--- src/rtl/ucsbece154b_bpred_gshare_ras_pkg.sv ---
// Shared branch-type encoding, PHT reset value and the 2-bit counter update
// used by the gshare/RAS fetch predictor.
package ucsbece154b_bpred_gshare_ras_pkg;

    typedef enum logic [1:0] {
        BR_COND = 2'd0,
        BR_JUMP = 2'd1,
        BR_CALL = 2'd2,
        BR_RET  = 2'd3
    } br_type_t;

    localparam logic [1:0] PHT_RESET = 2'b01;

    // Saturating 2-bit direction counter: clamps at 2'b00 and 2'b11.
    function automatic logic [1:0] pht_next(input logic [1:0] ctr, input logic taken);
        if (taken) pht_next = (ctr == 2'b11) ? ctr : ctr + 2'b01;
        else       pht_next = (ctr == 2'b00) ? ctr : ctr - 2'b01;
    endfunction

endpackage

--- src/rtl/ucsbece154b_bpred_gshare_ras_if.sv ---
// Fetch-lookup and execute-update bundle between the pipeline (master)
// and the branch predictor (slave).
interface ucsbece154b_bpred_gshare_ras_if
    import ucsbece154b_bpred_gshare_ras_pkg::*;
#(
    parameter int NUM_GHR_BITS = 8,
    parameter int RAS_DEPTH    = 8
);
    localparam int PW = $clog2(RAS_DEPTH) + 1;

    logic                    f_valid_i;
    logic [31:0]             f_pc_i;
    logic                    f_taken_o;
    logic [31:0]             f_target_o;
    logic [NUM_GHR_BITS-1:0] f_ghr_o;
    logic [PW-1:0]           f_rasptr_o;

    logic                    u_valid_i;
    logic [31:0]             u_pc_i;
    br_type_t                u_type_i;
    logic                    u_taken_i;
    logic [31:0]             u_target_i;
    logic [NUM_GHR_BITS-1:0] u_ghr_i;
    logic [PW-1:0]           u_rasptr_i;
    logic                    u_mispredict_i;

    modport master (
        output f_valid_i, f_pc_i,
        output u_valid_i, u_pc_i, u_type_i, u_taken_i, u_target_i,
        output u_ghr_i, u_rasptr_i, u_mispredict_i,
        input  f_taken_o, f_target_o, f_ghr_o, f_rasptr_o
    );

    modport slave (
        input  f_valid_i, f_pc_i,
        input  u_valid_i, u_pc_i, u_type_i, u_taken_i, u_target_i,
        input  u_ghr_i, u_rasptr_i, u_mispredict_i,
        output f_taken_o, f_target_o, f_ghr_o, f_rasptr_o
    );

endinterface

--- src/rtl/ucsbece154b_ras.sv ---
// Circular return-address stack with saturating occupancy pointer and
// checkpoint restore; on overflow the oldest entry is overwritten.
module ucsbece154b_ras #(
    parameter int RAS_DEPTH = 8,
    localparam int PW = $clog2(RAS_DEPTH) + 1,
    localparam int AW = $clog2(RAS_DEPTH)
) (
    input  logic          clk,
    input  logic          reset_i,
    input  logic          push_i,
    input  logic          pop_i,
    input  logic [31:0]   push_addr_i,
    input  logic          restore_i,
    input  logic [PW-1:0] restore_ptr_i,
    output logic [31:0]   top_o,
    output logic          empty_o,
    output logic [PW-1:0] ptr_o
);

    logic [31:0]   stack [RAS_DEPTH];
    logic [PW-1:0] ptr;
    // base tracks the oldest live slot; it only moves when a push overflows,
    // so with no overflow the slot index is simply ptr mod depth.
    logic [AW-1:0] base;

    logic [PW-1:0] base_ptr;
    logic [AW-1:0] wr_idx;
    logic [AW-1:0] top_idx;
    logic          full_b;
    logic          empty_b;

    assign base_ptr = restore_i ? restore_ptr_i : ptr;
    assign wr_idx   = base + base_ptr[AW-1:0];
    assign top_idx  = base + ptr[AW-1:0] - 1'b1;
    assign full_b   = (base_ptr == PW'(RAS_DEPTH));
    assign empty_b  = (base_ptr == '0);

    always_ff @(posedge clk) begin
        if (!reset_i) begin
            ptr  <= '0;
            base <= '0;
        end else if (push_i) begin
            if (full_b) begin
                base <= base + 1'b1;
                ptr  <= base_ptr;
            end else begin
                ptr  <= base_ptr + 1'b1;
            end
        end else if (pop_i) begin
            ptr <= empty_b ? base_ptr : base_ptr - 1'b1;
        end else begin
            ptr <= base_ptr;
        end
    end

    always_ff @(posedge clk) begin
        if (push_i) stack[wr_idx] <= push_addr_i;
    end

    assign top_o   = stack[top_idx];
    assign empty_o = (ptr == '0);
    assign ptr_o   = ptr;

endmodule

--- src/rtl/ucsbece154b_bpred_gshare_ras.sv ---
// Fetch-stage predictor: tagged BTB with branch type, gshare/bimodal PHT,
// speculative GHR with checkpoint repair, and a return-address stack.
module ucsbece154b_bpred_gshare_ras
    import ucsbece154b_bpred_gshare_ras_pkg::*;
#(
    parameter int NUM_BTB_ENTRIES = 32,
    parameter int NUM_GHR_BITS    = 8,
    parameter int RAS_DEPTH       = 8,
    parameter int MODE            = 1
) (
    input  logic                          clk,
    input  logic                          reset_i,
    ucsbece154b_bpred_gshare_ras_if.slave bp
);

    localparam int IDX   = $clog2(NUM_BTB_ENTRIES);
    localparam int G     = NUM_GHR_BITS;
    localparam int TAG_W = 32 - IDX - 2;
    localparam int PHT_N = 2 ** G;
    localparam int PW    = $clog2(RAS_DEPTH) + 1;

    logic             btb_valid  [NUM_BTB_ENTRIES];
    logic [TAG_W-1:0] btb_tag    [NUM_BTB_ENTRIES];
    br_type_t         btb_type   [NUM_BTB_ENTRIES];
    logic [31:0]      btb_target [NUM_BTB_ENTRIES];
    logic [1:0]       pht        [PHT_N];
    logic [G-1:0]     ghr;

    function automatic logic [G-1:0] pht_index(input logic [31:0] pc, input logic [G-1:0] hist);
        pht_index = (MODE != 0) ? (pc[G+1:2] ^ hist) : pc[G+1:2];
    endfunction

    logic [IDX-1:0]   f_idx;
    logic [TAG_W-1:0] f_tag;
    logic             f_hit;
    br_type_t         f_type;
    logic             f_dir;
    logic             f_taken;
    logic [31:0]      f_target;
    logic [31:0]      ras_top;
    logic             ras_empty;
    logic [PW-1:0]    ras_ptr;

    assign f_idx  = bp.f_pc_i[IDX+1:2];
    assign f_tag  = bp.f_pc_i[31:IDX+2];
    assign f_hit  = btb_valid[f_idx] && (btb_tag[f_idx] == f_tag);
    assign f_type = btb_type[f_idx];
    assign f_dir  = pht[pht_index(bp.f_pc_i, ghr)][1];

    always_comb begin
        f_taken  = 1'b0;
        f_target = '0;
        if (f_hit) begin
            case (f_type)
                BR_COND: begin
                    f_taken  = f_dir;
                    f_target = f_dir ? btb_target[f_idx] : '0;
                end
                BR_RET: begin
                    f_taken  = 1'b1;
                    f_target = ras_empty ? btb_target[f_idx] : ras_top;
                end
                default: begin
                    f_taken  = 1'b1;
                    f_target = btb_target[f_idx];
                end
            endcase
        end
    end

    logic           repair;
    logic           spec_en;
    logic [IDX-1:0] u_idx;
    logic [G-1:0]   u_pht_idx;
    logic           btb_wr;
    logic           pht_wr;

    // A resolving mispredict flushes fetch, so its speculative update is dropped.
    assign repair    = bp.u_valid_i && bp.u_mispredict_i;
    assign spec_en   = bp.f_valid_i && f_hit && !repair;
    assign u_idx     = bp.u_pc_i[IDX+1:2];
    assign u_pht_idx = pht_index(bp.u_pc_i, bp.u_ghr_i);
    assign btb_wr    = bp.u_valid_i && (bp.u_taken_i || (bp.u_type_i != BR_COND));
    assign pht_wr    = bp.u_valid_i && (bp.u_type_i == BR_COND);

    always_ff @(posedge clk) begin
        if (!reset_i) begin
            for (int i = 0; i < NUM_BTB_ENTRIES; i++) btb_valid[i] <= 1'b0;
            for (int i = 0; i < PHT_N; i++)           pht[i]       <= PHT_RESET;
        end else begin
            if (btb_wr) btb_valid[u_idx]  <= 1'b1;
            if (pht_wr) pht[u_pht_idx]    <= pht_next(pht[u_pht_idx], bp.u_taken_i);
        end
    end

    always_ff @(posedge clk) begin
        if (btb_wr) begin
            btb_tag[u_idx]    <= bp.u_pc_i[31:IDX+2];
            btb_type[u_idx]   <= bp.u_type_i;
            btb_target[u_idx] <= bp.u_target_i;
        end
    end

    always_ff @(posedge clk) begin
        if (!reset_i) begin
            ghr <= '0;
        end else if (repair) begin
            ghr <= (bp.u_type_i == BR_COND) ? {bp.u_ghr_i[G-2:0], bp.u_taken_i} : bp.u_ghr_i;
        end else if (spec_en && (f_type == BR_COND)) begin
            ghr <= {ghr[G-2:0], f_dir};
        end
    end

    logic        ras_push;
    logic        ras_pop;
    logic [31:0] ras_addr;

    assign ras_push = repair ? (bp.u_type_i == BR_CALL) : (spec_en && (f_type == BR_CALL));
    assign ras_pop  = repair ? (bp.u_type_i == BR_RET)  : (spec_en && (f_type == BR_RET));
    assign ras_addr = repair ? (bp.u_pc_i + 32'd4) : (bp.f_pc_i + 32'd4);

    ucsbece154b_ras #(.RAS_DEPTH(RAS_DEPTH)) u_ras (
        .clk           (clk),
        .reset_i       (reset_i),
        .push_i        (ras_push),
        .pop_i         (ras_pop),
        .push_addr_i   (ras_addr),
        .restore_i     (repair),
        .restore_ptr_i (bp.u_rasptr_i),
        .top_o         (ras_top),
        .empty_o       (ras_empty),
        .ptr_o         (ras_ptr)
    );

    assign bp.f_taken_o  = f_taken;
    assign bp.f_target_o = f_target;
    assign bp.f_ghr_o    = ghr;
    assign bp.f_rasptr_o = ras_ptr;

endmodule

--- src/flat_wrapper.sv ---
// flat-port wrapper written by rule: the top's interface ports become plain ports
module ucsbece154b_bpred_gshare_ras_flat import ucsbece154b_bpred_gshare_ras_pkg::*;
#(
    parameter int NUM_BTB_ENTRIES = 32,
    parameter int NUM_GHR_BITS    = 8,
    parameter int RAS_DEPTH       = 8,
    parameter int MODE            = 1
)
  (clk, reset_i, bp_f_valid_i, bp_f_pc_i, bp_u_valid_i, bp_u_pc_i, bp_u_type_i, bp_u_taken_i, bp_u_target_i, bp_u_ghr_i, bp_u_rasptr_i, bp_u_mispredict_i, bp_f_taken_o, bp_f_target_o, bp_f_ghr_o, bp_f_rasptr_o);
  ucsbece154b_bpred_gshare_ras_if #(.NUM_GHR_BITS(NUM_GHR_BITS), .RAS_DEPTH(RAS_DEPTH)) bp_i ();
  input  logic clk;
  input  logic reset_i;
  input wire logic [$bits(bp_i.f_valid_i)-1:0] bp_f_valid_i;
  input wire logic [$bits(bp_i.f_pc_i)-1:0] bp_f_pc_i;
  input wire logic [$bits(bp_i.u_valid_i)-1:0] bp_u_valid_i;
  input wire logic [$bits(bp_i.u_pc_i)-1:0] bp_u_pc_i;
  input wire logic [$bits(bp_i.u_type_i)-1:0] bp_u_type_i;
  input wire logic [$bits(bp_i.u_taken_i)-1:0] bp_u_taken_i;
  input wire logic [$bits(bp_i.u_target_i)-1:0] bp_u_target_i;
  input wire logic [$bits(bp_i.u_ghr_i)-1:0] bp_u_ghr_i;
  input wire logic [$bits(bp_i.u_rasptr_i)-1:0] bp_u_rasptr_i;
  input wire logic [$bits(bp_i.u_mispredict_i)-1:0] bp_u_mispredict_i;
  output wire logic [$bits(bp_i.f_taken_o)-1:0] bp_f_taken_o;
  output wire logic [$bits(bp_i.f_target_o)-1:0] bp_f_target_o;
  output wire logic [$bits(bp_i.f_ghr_o)-1:0] bp_f_ghr_o;
  output wire logic [$bits(bp_i.f_rasptr_o)-1:0] bp_f_rasptr_o;
  assign bp_i.f_valid_i = bp_f_valid_i;
  assign bp_i.f_pc_i = bp_f_pc_i;
  assign bp_i.u_valid_i = bp_u_valid_i;
  assign bp_i.u_pc_i = bp_u_pc_i;
  assign bp_i.u_type_i = bp_u_type_i;
  assign bp_i.u_taken_i = bp_u_taken_i;
  assign bp_i.u_target_i = bp_u_target_i;
  assign bp_i.u_ghr_i = bp_u_ghr_i;
  assign bp_i.u_rasptr_i = bp_u_rasptr_i;
  assign bp_i.u_mispredict_i = bp_u_mispredict_i;
  assign bp_f_taken_o = bp_i.f_taken_o;
  assign bp_f_target_o = bp_i.f_target_o;
  assign bp_f_ghr_o = bp_i.f_ghr_o;
  assign bp_f_rasptr_o = bp_i.f_rasptr_o;
  ucsbece154b_bpred_gshare_ras #(.NUM_BTB_ENTRIES(NUM_BTB_ENTRIES), .NUM_GHR_BITS(NUM_GHR_BITS), .RAS_DEPTH(RAS_DEPTH), .MODE(MODE)) u_core (.clk(clk), .reset_i(reset_i), .bp(bp_i));
endmodule
--- config.mk ---
export PLATFORM = sky130hd
export DESIGN_NAME = ucsbece154b_bpred_gshare_ras_flat
export DESIGN_NICKNAME = d
export VERILOG_FILES = /design/src/rtl/ucsbece154b_bpred_gshare_ras_pkg.sv /design/src/rtl/ucsbece154b_bpred_gshare_ras_if.sv /design/src/rtl/ucsbece154b_ras.sv /design/src/rtl/ucsbece154b_bpred_gshare_ras.sv /design/src/flat_wrapper.sv
export SDC_FILE = /design/constraint.sdc
export NUM_CORES = 2
export LEC_CHECK = 0
export CORE_AREA = 3 3 421 423
export CTS_BUF_LIST = sky130_fd_sc_hd__clkbuf_2 sky130_fd_sc_hd__clkbuf_4 sky130_fd_sc_hd__clkbuf_8
export DETAILED_ROUTE_END_ITERATION = 8
export DIE_AREA = 0 0 424 426
export HOLD_SLACK_MARGIN = 0.15
export PLACE_DENSITY_LB_ADDON = 0.12
export REMOVE_ABC_BUFFERS = 1
export SLEW_MARGIN = 10
export SYNTH_ARGS = -nofsm -noshare
export SYNTH_HDL_FRONTEND = slang
export SYNTH_SLANG_ARGS = --single-unit
--- constraint.sdc ---
create_clock -name clk -period 21.2 [get_ports clk]
set_input_delay 4.24 -clock clk [delete_from_list [all_inputs] [get_ports clk]]
set_output_delay 4.24 -clock clk [all_outputs]
set_load 0.1 [all_outputs]
==> results.py <==
metrics = {
    "routing": {
        "top_layer": "met5",
        "wire_per_inst_um": 34.9,
        "route.met3.wl_um": 40400,
        "first_pass_iters": 9,
        "drc": 0,
        "vias": 65200,
        "dr.first_iter.drc_count": 10300,
        "vias_per_cell": 7.14,
        "wl_met1_um": 111000,
        "dr_wl_met2_um": 150000,
        "postRouteAntennaNets": 0,
        "routed_wl_um": 319000,
    },
    "layout": {
        "fillers": 10700,
        "drive_gt1_share_pct": 23.8,
        "final_common_cell": "edfxtp_1",
        "layout_common_cells": "edfxtp_1, mux4_2, clkbuf_8, mux2i_1, nand3_1",
        "multi_input_area_sq_mm": 0.0304,
        "area_growth_pct": 10.8,
        "seqCellArea_sq_mm": 0.0807,
        "finalNetCount": 6623,
    },
    "grt": {
        "grt_max_degree": 125,
        "track_usage_pct": 35.5,
        "first_global_vias": 64200,
        "antenna_found_initial": 16,
        "grt_pass1_wl_um": 452000,
        "gr-total-overflow": 0,
    },
    "clock_tree": {
        "cts.htree.levels": 5,
        "cts_root_buf": "clkbuf_8",
        "cts_buffers": 431,
        "ctsResizeCount": 0,
        "cts_tree": "built",
        "cts.reportedPaths.clkPinSlew_ns": 0.05,
        "insertion_delay_ns": 1.12,
        "cts_setup_buffers": 0,
        "cts.sinks": 2703,
        "cts.path.max_buffers": 4,
        "holdBufCountCts": 0,
    },
    "yosys": {
        "synth.distinct_cells": 66,
        "synthArstFlopShare_pct": 0,
        "ys.flop_type": "edfxtp_1",
        "syn_inst": 6215,
        "synth.yosys.seq_area_share_pct": 71.6,
        "synth_edf_count": 2656,
        "yosys_register_bits": 2703,
        "postSynthAreaPerCell_sq_um": 18.1,
        "yosys_warnings": 0,
        "netlist_area_sq_mm": 0.113,
    },
    "timing": {
        "post-route-min-period_ns": 17.23,
        "worst_pin_slew_ns": 1.32,
        "min_period_over_period_pct": 81.3,
        "slew_headroom_pct": 12.0,
        "fmax_mhz": 58.0,
        "final_max_slew_viol_count": 0,
        "grt_setup_unrepaired": "false",
        "fin_tns_setup_ns": 0,
        "setup_viol": 0,
        "hold_viol": 0,
        "skew_ns": 0.0647,
        "holdWs_ns": 0.468,
    },
    "worst_setup_path": {
        "rr_endpoint": "u_core.u_ras.stack[6][30]$_DFFE_PP_",
        "cp_common_cell": "buf_4",
        "cp_data_arrival_time_ns": 12.99,
        "crit_type": "input port to output port",
        "critPathMaxFanout": 37,
        "crit_family": "buffers and inverters",
        "path_cells": "buf_2 > buf_4 > buf_4 > nor2_4 > buf_4 > buf_4 > a22oi_1 > o211a_1 > o21ai_0 > a21oi_1 > nor3_1 > nand4_1 > nor4_4 > a21boi_2 > inv_1 > o21ai_0 > clkdlybuf4s50_1",
        "critPathCaptureType": "output port",
        "timing.rr.start": "u_core.btb_tag[30][13]$_DFFE_PP_",
        "cp_slowest_cell": "clkdlybuf4s50_1",
        "worstSetupStartpointType": "input port",
        "crit_buf_inv": 7,
        "max_stage_delay_ns": 1.29,
        "r2r_slack_ns": 15.79,
        "reg2reg_depth": 12,
        "critPathRequiredTime_ns": 16.96,
    },
    "floorplanning": {
        "die_y_um": 426,
        "io_pins": 161,
        "fp-row-count": 153,
        "chipWidth_um": 424,
        "start_util_pct": 64.9,
        "fp.coreArea_sq_mm": 0.174,
        "die_area_sq_mm": 0.181,
    },
    "outcome": {
        "status": "completed",
    },
    "worst_hold_path": {
        "whs_endpoint": "u_core.btb_valid[30]$_DFF_P_",
        "min_path_cells": 2,
        "hp-class": "register to register",
        "min_from": "u_core.btb_valid[30]$_DFF_P_",
    },
    "placed_design": {
        "portBuffers": 160,
        "place_congestion": 0.918,
        "dp_hpwl_um": 174000,
    },
    "power": {
        "p_per_area_mw_per_mm2": 89.6,
        "ir_drop_mv": 0.0785,
        "leakagePower_nw": 39.3,
    },
    "job": {
        "drv_cap": 0,
    },
}
final cells by class:
type,count,share of cell area (%)
antenna,15,0.0300
clock buffer,578,5.66
clock inverter,150,0.599
inverter,24,0.0761
multi-input combinational,2986,24.3
sequential,2703,64.6
tap,2325,2.33
timing repair buffer,349,2.46
worst max-delay path by stage:
stage,from,to,slack (ns),cells past startpoint
global route,bp_f_pc_i[4],bp_f_target_o[12],3.81,16
global placement,bp_f_pc_i[4],bp_f_target_o[8],4.39,17
CTS,bp_f_pc_i[4],bp_f_target_o[8],4.27,17
detailed placement,bp_f_pc_i[4],bp_f_target_o[8],4.29,17
finish,bp_f_pc_i[4],bp_f_target_o[12],3.97,17
floorplan,bp_f_pc_i[2],bp_f_target_o[0],3.32,11
Yosys cell counts, drive strengths merged, types with 15 or more instances:
cell	n	area [sq um]
o21ai	341	1710
mux2i	419	4190
nand3	340	1700
inv	23	86.3
a221oi	23	201
xnor2	37	332
nand2	174	653
buf	203	1120
clkbuf	299	1120
nand4	19	119
nor2	215	807
mux4	670	15100
mux2	21	236
edfxtp	2656	79800
a31oi	15	93.8
and3	21	131
o22ai	15	93.8
a21oi	70	354
nor3	272	1360
a22oi	170	1280
xor2	48	420
dfxtp	47	941
power by group:
| part | total (W) | switching [W] | internal (W) |
|---|---|---|---|
| clock network | 0.00416 | 0.00196 | 0.00219 |
| registers | 0.00597 | 0.0000244 | 0.00594 |
| logic | 0.00108 | 0.000720 | 0.000355 |
| total | 0.0112 | 0.00271 | 0.00849 |
state kept, by name, indices dropped and copies added (netlist names):
register / flops
u_core.bp.f_ghr_o: 8
u_core.u_ras.base: 3
u_core.btb_tag: 800
u_core.btb_type: 64
u_core.pht: 512
u_core.u_ras.stack: 256
u_core.btb_target: 1024
u_core.btb_valid: 32
u_core.u_ras.ptr_o: 4
logic make-up (layout without fill, tap and decap cells):
family,after synthesis,in the layout,synth area share [%]
other cells,0,15,0
flops,2703,2703,71.6
xor+xnor,85,85,0.667
simple gates,1089,1089,4.52
buf+inv,526,1101,2.07
mux,1110,1110,17.3
fa+ha+maj,14,14,0.159
compound gates,688,688,3.72
worst register-to-register path: stages, from the launching register on:
cell and delay [ns]:
edfxtp_1 0.39, mux4_2 0.47, nor2_1 0.12, a2111oi_0 0.08, o21ai_0 0.28, a21oi_1 0.11
nor3_1 0.91, nand4_1 0.34, nor4_4 0.76, a31o_2 0.49, nand2_1 0.27, nor3_2 0.20
buf_4 0.54
per-layer routing:
layer	global-route usage [%]	up-vias
met5	0	-
met4	17.2	6
met3	8.86	857
met2	54.4	4940
met1	48.5	33400
li1	-	26000
stage by stage:
stage | util (%) | instances | power, W | worst slack [ns] | cell area (sq um)
after CTS | 71.9 | 9114 | 0.0112 | 4.27 | 125000
after detailed placement | 67.4 | 8386 | 0.00713 | 4.29 | 117000
after floorplan | - | 5713 | 0.00668 | 3.32 | 111000
final | 71.9 | 9130 | 0.0112 | 3.97 | 125000
after global routing | 71.9 | 9123 | 0.0115 | 3.81 | 125000
after global placement | 67.4 | 8386 | 0.00711 | 4.39 | 117000
Power figures use the tool's default switching activity.
